`config.mk`:
```
export PLATFORM = sky130hd
export DESIGN_NAME = uart_tx_arbiter
export DESIGN_NICKNAME = d
export VERILOG_FILES = /design/src/rtl/uart_tx_arbiter.sv
export SDC_FILE = /design/constraint.sdc
export NUM_CORES = 1
export LEC_CHECK = 0
export ABC_CLOCK_PERIOD_IN_PS = 2330
export CAP_MARGIN = 5
export CORE_AREA = 2 2 103 65
export DETAILED_ROUTE_END_ITERATION = 8
export DIE_AREA = 0 0 105 67
export PLACE_DENSITY = 0.79
export SETUP_SLACK_MARGIN = 0.4
export SLEW_MARGIN = 20
export SYNTH_ARGS = -nofsm -noshare
export SYNTH_HDL_FRONTEND = slang
export SYNTH_SLANG_ARGS = --single-unit
```
`constraint.sdc`:
```
create_clock -name clk_i -period 2.33 [get_ports clk_i]
set_input_delay 0.699 -clock clk_i [delete_from_list [all_inputs] [get_ports clk_i]]
set_output_delay 0.699 -clock clk_i [all_outputs]
set_load 0.02 [all_outputs]
```
`src/rtl/uart_tx_arbiter.sv`:
```
// uart_tx_arbiter: programs the UART baud/control registers, then round-robin shares its TX register.
// Optional UART_TX_ARB_LOCK_EN lets the last served requester keep the grant for multi-byte messages.
module uart_tx_arbiter #(
    parameter int unsigned NUM_REQ      = 2,
    parameter logic [31:0] BASE_ADDR    = 32'h3000_0000,
    parameter int unsigned BAUD_DIV     = 434,
    parameter int unsigned POLL_TIMEOUT = 65535
) (
    input  logic                 clk_i,
    input  logic                 rst_n_i,
    input  logic [NUM_REQ-1:0]   req_valid_i,
    input  logic [8*NUM_REQ-1:0] req_data_i,
    input  logic [NUM_REQ-1:0]   req_lock_i,
    output logic [NUM_REQ-1:0]   req_ready_o,
    output logic                 uart_wr_en_o,
    output logic [31:0]          uart_wr_addr_o,
    output logic [31:0]          uart_wr_data_o,
    output logic [31:0]          uart_rd_addr_o,
    input  logic [31:0]          uart_rd_data_i,
    output logic                 init_done_o,
    output logic                 timeout_o
);

    localparam int unsigned PtrW       = (NUM_REQ > 1) ? $clog2(NUM_REQ) : 1;
    localparam logic [31:0] AddrCtrl   = BASE_ADDR + 32'h00;
    localparam logic [31:0] AddrStatus = BASE_ADDR + 32'h04;
    localparam logic [31:0] AddrBaud   = BASE_ADDR + 32'h08;
    localparam logic [31:0] AddrTx     = BASE_ADDR + 32'h0C;
    localparam logic [15:0] PollLast   = 16'(POLL_TIMEOUT - 1);
    localparam logic [PtrW-1:0] RrInit = PtrW'(NUM_REQ - 1);

    typedef enum logic [2:0] {
        StInitBaud,
        StInitCtrl,
        StIdle,
        StPoll,
        StWrite,
        StSettle
    } state_e;

    state_e          state_q, state_d;
    logic [PtrW-1:0] grant_q, grant_d;
    logic [PtrW-1:0] rr_ptr_q, rr_ptr_d;
    logic [15:0]     poll_cnt_q, poll_cnt_d;
    logic            init_done_q, init_done_d;
    logic            timeout_q, timeout_d;
    logic            lock_ok_q, lock_ok_d;
    logic [PtrW-1:0] win, idx;
    logic            found;
    logic            lock_hit;

    // First valid requester after rr_ptr, wrapping around.
    always_comb begin
        found = 1'b0;
        win   = rr_ptr_q;
        idx   = '0;
        for (int i = 1; i <= int'(NUM_REQ); i++) begin
            idx = PtrW'((int'(rr_ptr_q) + i) % int'(NUM_REQ));
            if (!found && req_valid_i[idx]) begin
                found = 1'b1;
                win   = idx;
            end
        end
    end

`ifdef UART_TX_ARB_LOCK_EN
    // lock_ok_q is cleared by a timeout so a lock never survives an aborted byte.
    assign lock_hit = lock_ok_q & req_lock_i[rr_ptr_q] & req_valid_i[rr_ptr_q];
`else
    logic unused_lock;
    assign lock_hit    = 1'b0;
    assign unused_lock = ^{req_lock_i, lock_ok_q};
`endif

    logic unused_rd;
    assign unused_rd = ^uart_rd_data_i[31:1];

    always_comb begin
        state_d     = state_q;
        grant_d     = grant_q;
        rr_ptr_d    = rr_ptr_q;
        poll_cnt_d  = poll_cnt_q;
        init_done_d = init_done_q;
        timeout_d   = timeout_q;
        lock_ok_d   = lock_ok_q;
        unique case (state_q)
            StInitBaud: state_d = StInitCtrl;
            StInitCtrl: begin
                state_d     = StIdle;
                init_done_d = 1'b1;
            end
            StIdle: begin
                if (lock_hit) begin
                    grant_d = rr_ptr_q;
                    state_d = StPoll;
                end else if (found) begin
                    grant_d = win;
                    state_d = StPoll;
                end
            end
            StPoll: begin
                if (!uart_rd_data_i[0]) begin
                    state_d    = StWrite;
                    poll_cnt_d = '0;
                end else if (poll_cnt_q == PollLast) begin
                    state_d    = StIdle;
                    timeout_d  = 1'b1;
                    rr_ptr_d   = grant_q;
                    lock_ok_d  = 1'b0;
                    poll_cnt_d = '0;
                end else begin
                    poll_cnt_d = poll_cnt_q + 16'd1;
                end
            end
            StWrite: begin
                state_d   = StSettle;
                rr_ptr_d  = grant_q;
                lock_ok_d = 1'b1;
            end
            StSettle: state_d = StIdle;
            default:  state_d = StInitBaud;
        endcase
    end

    always_ff @(posedge clk_i or negedge rst_n_i) begin
        if (!rst_n_i) begin
            state_q     <= StInitBaud;
            grant_q     <= '0;
            rr_ptr_q    <= RrInit;
            poll_cnt_q  <= '0;
            init_done_q <= 1'b0;
            timeout_q   <= 1'b0;
            lock_ok_q   <= 1'b0;
        end else begin
            state_q     <= state_d;
            grant_q     <= grant_d;
            rr_ptr_q    <= rr_ptr_d;
            poll_cnt_q  <= poll_cnt_d;
            init_done_q <= init_done_d;
            timeout_q   <= timeout_d;
            lock_ok_q   <= lock_ok_d;
        end
    end

    // Bus outputs decode the state; forced low while reset is asserted, including in StInitBaud.
    always_comb begin
        uart_wr_en_o   = 1'b0;
        uart_wr_addr_o = '0;
        uart_wr_data_o = '0;
        uart_rd_addr_o = '0;
        req_ready_o    = '0;
        if (rst_n_i) begin
            unique case (state_q)
                StInitBaud: begin
                    uart_wr_en_o   = 1'b1;
                    uart_wr_addr_o = AddrBaud;
                    uart_wr_data_o = 32'(BAUD_DIV);
                end
                StInitCtrl: begin
                    uart_wr_en_o   = 1'b1;
                    uart_wr_addr_o = AddrCtrl;
                    uart_wr_data_o = 32'h1;
                end
                StPoll: uart_rd_addr_o = AddrStatus;
                StWrite: begin
                    uart_wr_en_o         = 1'b1;
                    uart_wr_addr_o       = AddrTx;
                    uart_wr_data_o       = {24'h0, req_data_i[{grant_q, 3'b000} +: 8]};
                    req_ready_o[grant_q] = 1'b1;
                end
                default: ;
            endcase
        end
    end

    assign init_done_o = init_done_q;
    assign timeout_o   = timeout_q;

endmodule

```
==> out/qor.txt, run 1 <==
crit start category -> input pin
core region area -> 6001 um^2
multi-input logic area -> 1205 um^2
Lkg Pwr -> 1.259 nW
layout cell share with drive strength beyond 1 -> 27.81%
Comb pwr share -> 60.0%
min Tclk post-route -> 2.064 ns
final net count -> 359
drt drc -> 0
DP Wirelength -> 3455 um
CTS tree -> yes
status -> complete, no violations
area leader, netlist -> buf_4
Synth cell types -> 44
Layout fillers -> 610
Max clock buf depth -> 2
number of synthesized flops with an enable pin -> 0
Clock power frac -> 12.4%
NetSw -> 0.9435 mW
worst r2r path cells -> 7
worst-skew pair later-pin latency -> 0.27 ns
Register-to-Register Setup Slack -> 0.37 ns
Max Freq -> 484.5 MHz
Storage cell area -> 580.6 um^2
Final Max Slew Viols -> 0
vias in the first global route -> 1425
fin crit share -> 88.59%
syn_area_per_cell -> 8.333 um^2
via count -> 1627
Switching Fraction -> 45.07%
number of synthesis warnings -> 0
Setup Skew -> 0.002131 ns
DIE WIDTH -> 105 um
Routed wire per std cell -> 11.91 um
I/O pin cnt -> 155
RSZ-0062 raised after global routing -> yes
most common cell after layout, fill and taps aside -> conb_1
Max Cap Violations -> 0
post-synthesis register bit count -> 23
pwr dens -> 817.4 nW/um^2
Max IR drop VDD -> 0.3701 mV
CTS Root Cell -> clkbuf_8
Seq/Total Area, Yosys -> 28.02%
cts bufs inserted -> 3
worst hold path type -> in2async
hold buffer count at cts -> 0
Critical Path RT -> 1.63 ns
Clock Pin Slew Worst Setup and Hold Paths -> 0.09 ns
ant diodes -> 0
CTS sink cnt -> 23
Buffers on Ports -> 41
Die Span Y -> 67 um
global-route wire length before repair -> 6789 um
drt pass-1 iters -> 4
FF-to-FF End -> poll_cnt_q[10]$_DFFE_PN0N_
WS Path Type -> in2out
critical path endpoint -> uart_rd_addr_o[28]
global-route usage over all layers -> 12.22%
Starting DRT DRC Count -> 106
overall power -> 2.093 mW
die area -> 7035 um^2
via/cell ratio -> 4.215
GPL Wtd Cong -> 0.8670
area grow syn2layout -> 24.44%
final hold vios -> 0
endpoint class of the critical path -> primary output
setup TNS -> 0 ns
crit path launch -> rst_n_i
Post-DRT Antenna Nets -> 0
crit-path max FO -> 5
initial antenna violation count -> 0
Crit path arrival time -> 1.37 ns
most frequent cells in the layout -> conb_1, buf_4, dfrtp_1
Starting Density -> 34.30%
P_int -> 1.150 mW
RR Startpoint -> state_q[1]$_DFFE_PN0P_
Core Rows -> 22
ranking of synthesized cells by area -> buf_4, dfrtp_1, a21oi_1
global route overflow -> 0
DRT Wirelength -> 4596 um
main flop type after synthesis -> dfrtp_1
Synth Cell Area -> 2058 um^2
Synth top area share -> 31.37%
sequential share of power -> 27.7%
setup violators final -> 0
largest net degree at the start of global routing -> 20
post-synthesis cell count -> 247
Async SR Flop Fraction -> 100.0%
H-tree Lvls -> 1
[power groups by stage]
stage	combinational [mW]	sequential [mW]	clock (mW)
finish	1.26	0.579	0.259
global route	1.35	0.590	0.285
CTS	1.14	0.576	0.265
detailed placement	1.08	0.571	0
global placement	1.06	0.566	0
floorplan	0.887	0.539	0
[synth_stat cells (all sizes together), types with 3 or more instances]
library cell / n
or2: 3
mux2i: 8
inv: 8
a21oi: 16
nand2: 19
a31oi: 11
and3: 3
nor2: 13
nand3: 10
buf: 89
o21ai: 7
dfrtp: 22
nand4: 4
or3: 4
nand2b: 3
[cell families (layout without fill, tap and decap cells)]
family	after synthesis	after routing	share of synthesized area, %
other	1	80	0.1822
multiplexers	10	10	5.167
AO/OA/AOI/OAI	43	43	12.34
buffers and inverters	99	75	34.16
adder cells (fa/ha/maj)	2	2	1.216
flip-flops	23	23	28.02
AND/OR/NAND/NOR	69	69	18.91
[sequential cells by signal, summed over array words and instances (netlist names)]
signal       flops
grant_q          1
init_done_o      1
poll_cnt_q      16
rr_ptr_q         1
state_q          3
timeout_o        1
[worst max-delay path: stages]
cell and delay, ns:
buf_6 0.09, buf_8 0.13, buf_4 0.13, and2_4 0.15, buf_2 0.15
[area by class of cell]
cell class                      count  share of cell area [%]
Inverter                            8                   1.466
Timing Repair Buffer               63                   22.91
Tap cell                           84                   4.104
Clock inverter                      1                  0.1954
Sequential cell                    23                   22.67
Multi-Input combinational cell    204                   47.04
Clock buffer                        3                   1.612
[timing repair]
item                                    in CTS  in global routing
endpoints found under the setup margin      22                 34
resized for setup                          148                 14
buffers inserted                             3                  6
hold endpoints to repair                     0                  0
cloned                                       0                  0
pin swaps                                   12                  7
[through the flow]
step / worst slack (ns) / std cells / instance area (um^2) / utilization [%] / hold slack, ns
6_report: 0.2659 / 386 / 2561 / 42.68 / 0.4100
3_3_place_gp: -0.6894 / 373 / 2370 / 39.49 / 0.4545
2_1_floorplan: 0.3620 / 326 / 2420 / - / 0.4034
4_1_cts: 0.2695 / 380 / 2462 / 41.03 / 0.4024
3_5_place_dp: -0.7076 / 373 / 2370 / 39.49 / 0.4590
5_1_grt: 0.2410 / 386 / 2561 / 42.68 / 0.4086
[routing by layer]
layer / part of all wire, % / routed length [um] / track usage, % / up-vias
li1: - / - / - / 783
met1: 43 / 1986 / 16.00 / 788
met2: 50 / 2302 / 19.81 / 50
met3: 5.3 / 245 / 3.033 / 6
met4: 1.3 / 62 / 4.167 / 0
met5: 0 / 0 / 0 / -
[worst min-delay path by stage]
stage	cells after the start	from	to	slack [ns]
5_1_grt	3	rst_n_i	init_done_o$_DFFE_PN0P_	0.41
2_1_floorplan	0	rst_n_i	grant_q$_DFFE_PN0P_	0.40
6_report	3	rst_n_i	init_done_o$_DFFE_PN0P_	0.41
3_5_place_dp	1	timeout_o$_DFFE_PN0P_	timeout_o$_DFFE_PN0P_	0.46
3_3_place_gp	1	timeout_o$_DFFE_PN0P_	timeout_o$_DFFE_PN0P_	0.45
4_1_cts	3	rst_n_i	init_done_o$_DFFE_PN0P_	0.40
Power figures use the tool's default switching activity.
==> inputs of run 2 (changes only) <==
- CAP_MARGIN: 5 -> default
==> results of run 2 <==
No change in the layout: final DEF, timing and power equal those of run 1.
